===== src/rtl/fetch_unit.sv =====
// Instruction-fetch sequencer: owns the PC, drives the ROM address, waits out the ROM
// latency, strobes the IR load for one cycle and applies absolute/relative jumps.
module fetch_unit #(
  parameter int unsigned ADDR_W  = 7,
  parameter int unsigned INST_W  = 16,
  parameter int unsigned ROM_LAT = 1
) (
  input  logic              clk,
  input  logic              reset,
  input  logic              fetch_req,
  input  logic              pc_ld,
  input  logic              pc_rel,
  input  logic [ADDR_W-1:0] pc_val,
  output logic [ADDR_W-1:0] rom_addr,
  output logic              ir_ld,
  output logic              busy,
  output logic              fetch_done,
  output logic [ADDR_W-1:0] pc_out
);

  if (ROM_LAT < 1 || ROM_LAT > 3 || INST_W == 0) begin : g_param_check
    $error("fetch_unit: ROM_LAT must be 1..3 and INST_W nonzero");
  end

  localparam logic [1:0] CntInit = 2'(ROM_LAT);

  typedef enum logic [1:0] {StIdle, StWait, StLoad} state_e;

  state_e            state_q, state_d;
  logic [1:0]        cnt_q, cnt_d;
  logic [ADDR_W-1:0] pc_q, pc_d;
  logic              fetch_done_q, fetch_done_d;
  logic              pend_fetch_q, pend_fetch_d;
  logic              pend_jmp_q, pend_jmp_d;
  logic [ADDR_W-1:0] pend_addr_q, pend_addr_d;
  logic [ADDR_W-1:0] jmp_addr;

  // Relative targets are resolved against the PC at capture time.
  assign jmp_addr = pc_rel ? pc_q + pc_val : pc_val;

  always_comb begin
    state_d      = state_q;
    cnt_d        = cnt_q;
    pc_d         = pc_q;
    fetch_done_d = 1'b0;
    pend_fetch_d = pend_fetch_q;
    pend_jmp_d   = pend_jmp_q;
    pend_addr_d  = pend_addr_q;
    unique case (state_q)
      StIdle: begin
        if (pc_ld) begin
          // Jump first; a coincident fetch starts next cycle from the new PC.
          pc_d         = jmp_addr;
          pend_fetch_d = fetch_req | pend_fetch_q;
        end else if (fetch_req || pend_fetch_q) begin
          state_d      = StWait;
          cnt_d        = CntInit;
          pend_fetch_d = 1'b0;
        end
      end
      StWait: begin
        cnt_d = cnt_q - 2'd1;
        if (cnt_q == 2'd1) begin
          state_d = StLoad;
        end
        if (pc_ld) begin
          pend_jmp_d  = 1'b1;
          pend_addr_d = jmp_addr;
        end
      end
      StLoad: begin
        state_d      = StIdle;
        fetch_done_d = 1'b1;
        pend_jmp_d   = 1'b0;
        if (pc_ld) begin
          pc_d = jmp_addr;
        end else if (pend_jmp_q) begin
          pc_d = pend_addr_q;
        end else begin
          pc_d = pc_q + ADDR_W'(1);
        end
      end
      default: state_d = StIdle;
    endcase
  end

  always_ff @(posedge clk) begin
    if (reset) begin
      state_q      <= StIdle;
      cnt_q        <= 2'd0;
      pc_q         <= '0;
      fetch_done_q <= 1'b0;
      pend_fetch_q <= 1'b0;
      pend_jmp_q   <= 1'b0;
      pend_addr_q  <= '0;
    end else begin
      state_q      <= state_d;
      cnt_q        <= cnt_d;
      pc_q         <= pc_d;
      fetch_done_q <= fetch_done_d;
      pend_fetch_q <= pend_fetch_d;
      pend_jmp_q   <= pend_jmp_d;
      pend_addr_q  <= pend_addr_d;
    end
  end

  assign rom_addr   = pc_q;
  assign pc_out     = pc_q;
  assign ir_ld      = (state_q == StLoad);
  assign busy       = (state_q != StIdle);
  assign fetch_done = fetch_done_q;

endmodule


===== config.mk =====
export PLATFORM = sky130hd
export DESIGN_NAME = fetch_unit
export DESIGN_NICKNAME = d
export VERILOG_FILES = /design/src/rtl/fetch_unit.sv
export SDC_FILE = /design/constraint.sdc
export NUM_CORES = 1
export LEC_CHECK = 0
export ABC_AREA = 1
export CAP_MARGIN = 20
export CORE_MARGIN = 2
export CORE_UTILIZATION = 55
export DETAILED_ROUTE_END_ITERATION = 12
export GPL_TIMING_DRIVEN = 1
export PLACE_DENSITY = 0.88
export SLEW_MARGIN = 0
export SYNTH_ARGS = -nofsm -noshare
export SYNTH_HDL_FRONTEND = slang
export SYNTH_SLANG_ARGS = --single-unit

===== constraint.sdc =====
create_clock -name clk -period 2.9 [get_ports clk]
set_input_delay 0.435 -clock clk [delete_from_list [all_inputs] [get_ports clk]]
set_output_delay 0.435 -clock clk [all_outputs]
set_load 0.1 [all_outputs]

# Word level (Yosys, flattened, before mapping)
# Cells that the tools add are included.
[op_classes]
n_shift = 0
mul = 0
div_mod_pow = 0
muxes = 15
n_eq_ne = 8
n_lt_le_gt_ge = 0
n_reduce_logical = 13
addsub = 3
bitwise = 1
[op_table]
columns = ["cell", "n"]
rows = [
  ["$mux W7", 4],
  ["$pmux W7 S2", 1],
  ["$ne A2 B2 Y1 const B", 5],
  ["$reduce_bool A2 Y1", 5],
  ["$pmux W2 S2", 2],
  ["$reduce_and A2 Y1", 4],
  ["$add A7 B1 Y7 const B", 1],
  ["$add A7 B7 Y7", 1],
  ["$mux W2", 3],
  ["$reduce_and A3 Y1", 2],
  ["$eq A2 B1 Y1 const B", 2],
  ["$mux W1", 4],
  ["$eq A2 B2 Y1 const B", 1],
  ["$logic_not A2 Y1", 1],
  ["$pmux W1 S2", 1],
  ["$sub A2 B1 Y2 const B", 1],
  ["$logic_or A1 B1 Y1", 1],
  ["$or A1 B1 Y1", 1],
]
[totals]
in_bits = 12
regBits = 21
romBits = 0
mem_count = 0
latch_bits = 0
ramBits = 0

# Depth between registers and ports, before layout
[depth]
depth_word = 4
mapped_depth = 11
ltp_nobuf = 11

# Worst setup path before layout
# No wires, ideal clock.
[synth_path]
path_kind = "reg-to-reg"
from = "register pc_q[0] (netlist: pc_out[0])"
to = "register pc_q[6] (netlist: pc_out[6])"
path_buffers = 0
t_required_ns = 2.768
stages_incl_launch_ff = 12
arrival_time_ns = 2.117
setup_slack_ns = 0.651
cell_sequence = "dfxtp_1 > ha_1 > fa_1 > nand2_1 > nand2_1 > nand3_1 > nand2_1 > nand2_1 > nand3_1 > nand3_1 > nand2_1 > a21oi_2"
[synth_via]
elab_chain_len = 4
elab_cells_between_ends = 7
cone_classes = "2 x add/sub; 5 x mux"
[synth_lines]
columns = ["element", "line_no", "source"]
rows = [
  ["start, declared", "31", "logic [ADDR_W-1:0] pc_q, pc_d;"],
  ["start signal, assigned", "99", "pc_q <= pc_d;"],
  ["$add A7 B1 Y7 / $add A7 B7 Y7 (equally long branches)", "80, 39", ""],
  ["$mux W7 (on tied branches)", "77, 39", ""],
  ["$mux W7 (on tied branches)", "75, 51", ""],
  ["$pmux W7 S2 *", "49", "unique case (state_q)"],
]
# Mark *: on every way between the ends. The rest lies on a longest branch, timed or not. The select of a mux whose other input is x is not followed.
# A chain may end at the register's enable or synchronous reset.

# Worst setup path in the final report
[layout_path]
from = "input port pc_val[0]"
to = "register pc_q[4] (netlist: pc_out[4])"
[layout_via]
elab_chain_len = 4
elab_cells_between_ends = 5
cone_classes = "1 x add/sub; 4 x mux"
[layout_lines]
columns = ["element", "line_no", "source"]
rows = [
  ["start, declared", "13", "input logic [ADDR_W-1:0] pc_val,"],
  ["$add A7 B7 Y7 *", "39", "assign jmp_addr = pc_rel ? pc_q + pc_val : pc_val;"],
  ["$mux W7 *", "39", ""],
  ["$mux W7 (on tied branches)", "75, 51", ""],
  ["$pmux W7 S2 *", "49", ""],
]
# Marks and branches as above.

==> out/metrics.sh <==
OUTCOME='finished, final reports clean'
LAUNCH_INSTANCE_OF_THE_WORST_REGISTER_TO_REGISTER_PATH='pc_out[0]$_SDFFE_PP0P_'
SYNTH-SEQ-AREA-SHARE_PCT=28.8
PLACE.DETAILED.INSTANCES=258
WORSTSKEWPAIRLATENCY_NS=0.32
SETUP.WORST_PATH.CLASS='input port to flip-flop'
TNS_NS=0
ROW_COUNT=18
REGISTER_AREA_SQ_UM=420
POST-CTS-SETUP-BUFFERS=0
NUM-NETS-FINAL=254
ROUTABILITYCONGESTION=0.815
WIRE_PER_INST_MICRONS=11.7
SYNTH.FF_LATCH_COUNT=21
LAYOUT_COMMON_CELLS='nand2_1, inv_1, a21oi_1, dfxtp_1, buf_4'
YOSYS_WARNINGS=0
FLOORPLAN.INITIALDENSITY_PCT=58.3
DRV_CAP=0
FLOORPLAN.DIE.HEIGHT_MICRONS=55.5
KIND_OF_LAUNCH_POINT_OF_THE_WORST_SETUP_PATH='input port'
CTS.PATH.MAX_BUFFERS=2
GRT_OVERFLOW_TOTAL=0
NUM_VIAS=1385
IO_BUFFERS=28
CTSHTREEMAXLEVEL=1
DIE-WIDTH_MICRONS=55.5
SYNTH_FP_NETS=230
CP-END-KIND='flip-flop'
DRIVE_GT1_SHARE_PCT=19.8
GRT_ANTENNA_BEFORE_REPAIR=0
SYNTH_ENABLE_FLOP_CELLS=0
LARGEST_FANOUT_OF_ANY_NET_ON_THE_CRITICAL_PATH=3
CRITICAL_PATH_BUF_INV_COUNT=1
POST_LAYOUT_NONFILLER_INSTANCES=262
FINALSETUPVIOLATIONS=0
RSZ0062_AT_GRT='false'
GRT_START_MAX_NET_PINS=13
SYNTHESIS.AREA_SQ_MM=0.00146
HP-CLASS='flip-flop to flip-flop'
MOSTFREQUENTLAYOUTCELL='nand2_1'
CLK_ROOT_BUFFER_CELL='clkbuf_4'
NUMCTSBUFFERS=3
POWER-PER-CELL-AREA_mW_PER_MM2=516
HOLDPATHSTAGES=2
CPPEAKSTAGEDELAY_NS=0.43
SETUP.REG_TO_REG.WORST_SLACK_NS=0.98
WORST_HOLD_SLACK_NS=0.476
TIMING_MAX_TRANSITION_VIOLATIONS_FINAL=0
CRIT_PATH_CELL_TRACE='clkdlybuf4s50_1, ha_1, fa_1, nand2_1, nand2_1, nand3_1, nand2_1, o21ai_0, o21ai_1, a21oi_1'
ROUTED_VIA_DENSITY=5.29
CTS.SINK_COUNT=21
FINALWORSTPATHREQUIREDPERIOD_NS=2.03
TIMING.CRITICAL_PATH.MODE_CELL='nand2_1'
SYNTH_ASYNC_SR_FLOP_SHARE_PCT=0
MULTI_INPUT_AREA_SQ_UM=841
TIMING.FMAX_MHz=492
FINCLKSKEW_NS=0.00972
HOLD_VIOL=0
DRTITER0DRC=41
CLK_PIN_SLEW_WORST_PATHS_NS=0.12
N_FILL_CELL=226
SYNTHESIS.AREA_PER_INSTANCE_SQ_UM=6.97
DESIGN.CORE.AREA_SQ_MM=0.00250
CRIT-REG2REG-CAPTURE='pc_out[4]$_SDFFE_PP0P_'
CTS_HOLD_BUFFERS=0
FINAL_ROUTED_WIRELENGTH_MICRONS=3060
POST-ROUTE-DRC-COUNT=0
POST-ROUTE-WORST-SETUP-SLACK_NS=0.868
NUMBER_OF_GLOBAL_ROUTE_VIAS_BEFORE_REPAIR=1263
DETAILEDROUTE.FIRSTPASSITERATIONCOUNT=4
WORST-SLEW-PIN-TRANSITION_NS=0.459
GLOBAL_ROUTE_WIRE_LENGTH_BEFORE_REPAIR_MICRONS=5220
POSTSYNTHCELLCOUNT=209
WORST_SLEW_MARGIN_REL_PCT=69.4
CRIT_FAMILY='adder cells'
CRITICAL-PATH-SLOWEST-CELL='clkdlybuf4s50_1'
ANTENNADIODECOUNT=0
SYNTHFLOPTYPE='dfxtp_1'
TIMING.CRITICAL_PATH.REQUIRED_NS=3.15
POST-PLACE-WS_NS=0.570
ALL_LAYER_GR_USAGE_PCT=21.0
HOLDCRITSTARTPOINT='pend_addr_q[1]$_SDFFE_PP0P_'
CELLLEAKAGEPOWER_nW=0.823
FP.DIEAREA_SQ_MM=0.00308
CTS_TREE='yes'
LAYOUT-AREA-OVERHEAD-VS-SYNTH_PCT=16.3
MAX-VDD-IR-DROP_uV=423
REG2REG_DEPTH=9
CTS.REPAIR.RESIZED=0
DRTANTENNAVIOLNETS=0
CRITPATHARRIVALTIME_NS=2.28
YOSYSUNIQUECELLTYPES=33
PERIOD_SHARE_PCT=70.1
DP.FINAL_HPWL_MICRONS=2290
IOS=29
MIN_DELAY_WORST_ENDPOINT='pend_addr_q[1]$_SDFFE_PP0P_'
==> registers in the layout, indices dropped and copies added, names as in the netlist <==
name          cells
pc_out            7
pend_fetch_q      1
pend_addr_q       7
pend_jmp_q        1
state_q           2
cnt_q             2
fetch_done        1
==> metrics by stage <==
step | power [mW] | util [%] | area, sq um
2_1_floorplan | 0.663 | - | 1460
3_3_place_gp | 0.728 | 66.7 | 1670
3_5_place_dp | 0.734 | 66.7 | 1670
4_1_cts | 0.879 | 67.8 | 1700
5_1_grt | 0.921 | 67.8 | 1700
6_report | 0.874 | 67.8 | 1700
==> worst reg2reg max path: cells and delay by family (launching register included) <==
kind | cells | cell delay (ns)
AOI/OAI and AO/OA | 3 | 0.52
adders and majority gates | 2 | 0.63
and+or+nand+nor | 4 | 0.29
DFF | 1 | 0.42
==> cell type report <==
class                   instances  area share, %
well taps                      30           2.21
repair buffers                 29           14.5
multi-input cells             145           49.6
clock buffers                   3           1.33
flip-flops and latches         21           24.8
inverters                      33           7.31
clock inverters                 1          0.295
==> synthesized netlist by cell type, types with 2 or more instances <==
| cell | number | share of area (%) |
|---|---|---|
| nand2_1 | 44 | 11 |
| inv_1 | 26 | 6.7 |
| a21oi_1 | 22 | 7.6 |
| dfxtp_1 | 21 | 29 |
| nand3_1 | 13 | 4.5 |
| o21ai_0 | 9 | 3.1 |
| ha_1 | 8 | 6.9 |
| buf_4 | 7 | 3.6 |
| nor2_1 | 7 | 1.8 |
| inv_2 | 6 | 1.5 |
| o21ai_1 | 6 | 2.1 |
| nor2_2 | 5 | 2.1 |
| a21oi_2 | 4 | 2.4 |
| o211ai_1 | 4 | 2.1 |
| nand2_2 | 3 | 1.3 |
| xnor2_1 | 3 | 1.8 |
| mux2i_1 | 2 | 1.4 |
| nand3_2 | 2 | 1.4 |
| nor2_4 | 2 | 1.5 |
| xor2_1 | 2 | 1.2 |
==> cells by family after synthesis <==
kind of cell	count (synthesis)	synth area share, %
and+or+nand+nor	80	25.9
buffers and inverters	43	13.5
adders and majority gates	9	8.24
AOI/OAI and AO/OA	49	19.1
muxes	2	1.37
xor gates and xnor gates	5	3.00
DFF	21	28.8
==> worst max path at each step <==
stage / start / endpoint / slack [ns] / cells after the start
final: pc_val[0] / pc_out[4]$_SDFFE_PP0P_ / 0.87 / 10
after global routing: pc_val[0] / pc_out[4]$_SDFFE_PP0P_ / 0.83 / 10
after CTS: pc_val[0] / pc_out[4]$_SDFFE_PP0P_ / 0.90 / 10
after detailed placement: pc_val[0] / pc_out[4]$_SDFFE_PP0P_ / 0.57 / 10
after global placement: pc_val[0] / pc_out[4]$_SDFFE_PP0P_ / 0.67 / 10
after floorplan: pc_out[0]$_SDFFE_PP0P_ / pc_out[6]$_SDFFE_PP0P_ / 0.65 / 11
==> power by group <==
part           internal (mW)  switching (mW)
sequential             0.310          0.0318
combinational          0.107           0.278
clock                 0.0517          0.0950
==> layer usage <==
layer	global-route usage, %	share of wire (%)	up-vias	wire length [microns]
li1	-	-	717	-
met3	3.04	5.8	7	179
met4	10.5	2.1	0	63
met1	26.7	46	616	1400
met5	0	0	-	0
met2	34.5	46	45	1420
No activity file was read; power rests on OpenSTA's default activity.
==> edit, RTL diff (config.mk and constraints unchanged) <==
Make the reset (`reset`) asynchronous in one clocked block.
--- a/src/rtl/fetch_unit.sv
+++ b/src/rtl/fetch_unit.sv
@@ -84,7 +84,7 @@
     endcase
   end
 
-  always_ff @(posedge clk) begin
+  always_ff @(posedge clk or posedge reset) begin
     if (reset) begin
       state_q      <= StIdle;
       cnt_q        <= 2'd0;
Formal check against the unedited RTL: differs if reset is asserted again (counterexample within 4 cycles, from zero or initial values and one cycle with reset high); with reset held inactive, the same outputs for 10 cycles.
==> edit against the original RTL <==
- sequential cell count did not move
- cell count down 2.3%
- setup slack better by 0.13 ns
- routed wire length grew 2.9%
- area after synthesis up 0.69%
- synthesized cell count fell by 2.4%
- die area is 0.63% higher
- first-iteration DRC count up 2.4%
- final area about the same
- critical path depth up 1
- critical path type unchanged
- critical endpoint is now pc_out[6]
Power is not shown: default switching activity piles up to over one toggle a cycle in this logic, so the estimate is an artifact.
==> edit: results (changes against the original RTL) <==
| Metric | Value |
|---|---|
| Status | `complete, no violations` |
| Routed wire length | `3150 um (+2.9%)` |
| Hold crit path type | `register to register` |
| Syn_area_per_cell | `7.194 um^2 (+3.2%)` |
| Metal-1 WL | `1423 um (+1.6%)` |
| Adder-cell share of the synthesized area | `8.184% (-0.056 points)` |
| Post-layout nets | `248 (-2.4%)` |
| Final Cycle Share | `65.70% (-4.4 points)` |
| Total GRT Usage | `22.99% (+2.0 points)` |
| R2R cell count | `10 (+1)` |
| DR iter-0 viols | `42 (+2.4%)` |
| Min Hold Slack | `0.4939 ns (+0.01779 ns)` |
| Commonest cells in the netlist | `65 x nand2_1, 22 x inv_1, 21 x dfrtp_1, 18 x nand3_1` |
| R2r setup slk | `1.05 ns (+0.07 ns)` |
| Per-cell routed wire length | `12.30 um (+5.3%)` |
| Xor/xnor share of the synthesized area | `1.790% (-1.2 points)` |
| Met3 wire len | `203 um (+13%)` |
| Dpl hpwl | `2393 um (+4.7%)` |
| Hold Path Sink | `pend_addr_q[0]` |
| CP endpoint | `pc_out[6]` |
| Layout cells sized above 1 | `12.83% (-7.0 points)` |
| Worst flop-to-flop path endpoint | `pc_out[6]` |
| Count of different cell masters after synthesis | `26 (-21%)` |
| Global-route wire length before repair | `5699 um (+9.1%)` |
| Synth top area cells | `dfrtp_1 36%, nand2_1 17%, ha_1 6.8%` |
| Syn nets | `225 (-2.2%)` |
| Delay-heaviest family, CP | `simple AND/OR/NAND/NOR gates` |
| Clock buffer depth | `2 (unchanged)` |
| Largest net degree at the start of global routing | `22 (+9)` |
| Metal2 WL | `1412 um (-0.42%)` |
| Complex-gate fraction of the synthesized area | `12.87% (-6.3 points)` |
| Multiplexer share of the synthesized area | `0% (-1.4 points)` |
| Vias in the first global route | `1,294 (+2.5%)` |
| Sequential fraction of the synthesis area | `35.81% (+7.0 points)` |
| DP Area | `1667 um^2 (about the same)` |
| Critical path arrival | `2.12 ns (-0.16 ns)` |
edit: cell count changes after synthesis, sizes merged, moves of 4 or more:
cell,before,now
nand2,48,66
nand3,15,19
dfxtp,21,0
a21oi,26,12
dfrtp,0,21
inv,32,25
o211ai,4,0
edit: kinds of logic (layout without fill, tap and decap cells):
kind of cell / count (synthesis) / count (layout)
AND/OR/NAND/NOR: 101 / 101
AO/OA/AOI/OAI: 35 / 35
buffers and inverters: 35 / 57
flip-flops: 21 / 21
adder cells (fa/ha/maj): 9 / 9
XOR/XNOR: 3 / 3
edit: area by class of cell:
class                           instances  area [um^2]
Clock buffer                            3        22.52
Clock inverter                          1        5.005
Fill cell                             220        805.8
Inverter                               25        93.84
Multi-Input combinational cell        148        772.0
Sequential cell                        21        525.5
Tap cell                               30        37.54
Timing Repair Buffer                   28        237.7
edit: routing by layer:
layer  global-route usage [%]  vias up
met5                        0        -
met4                    10.80        0
met3                    2.558       11
met2                    36.56       53
met1                    31.42      614
li1                         -      700
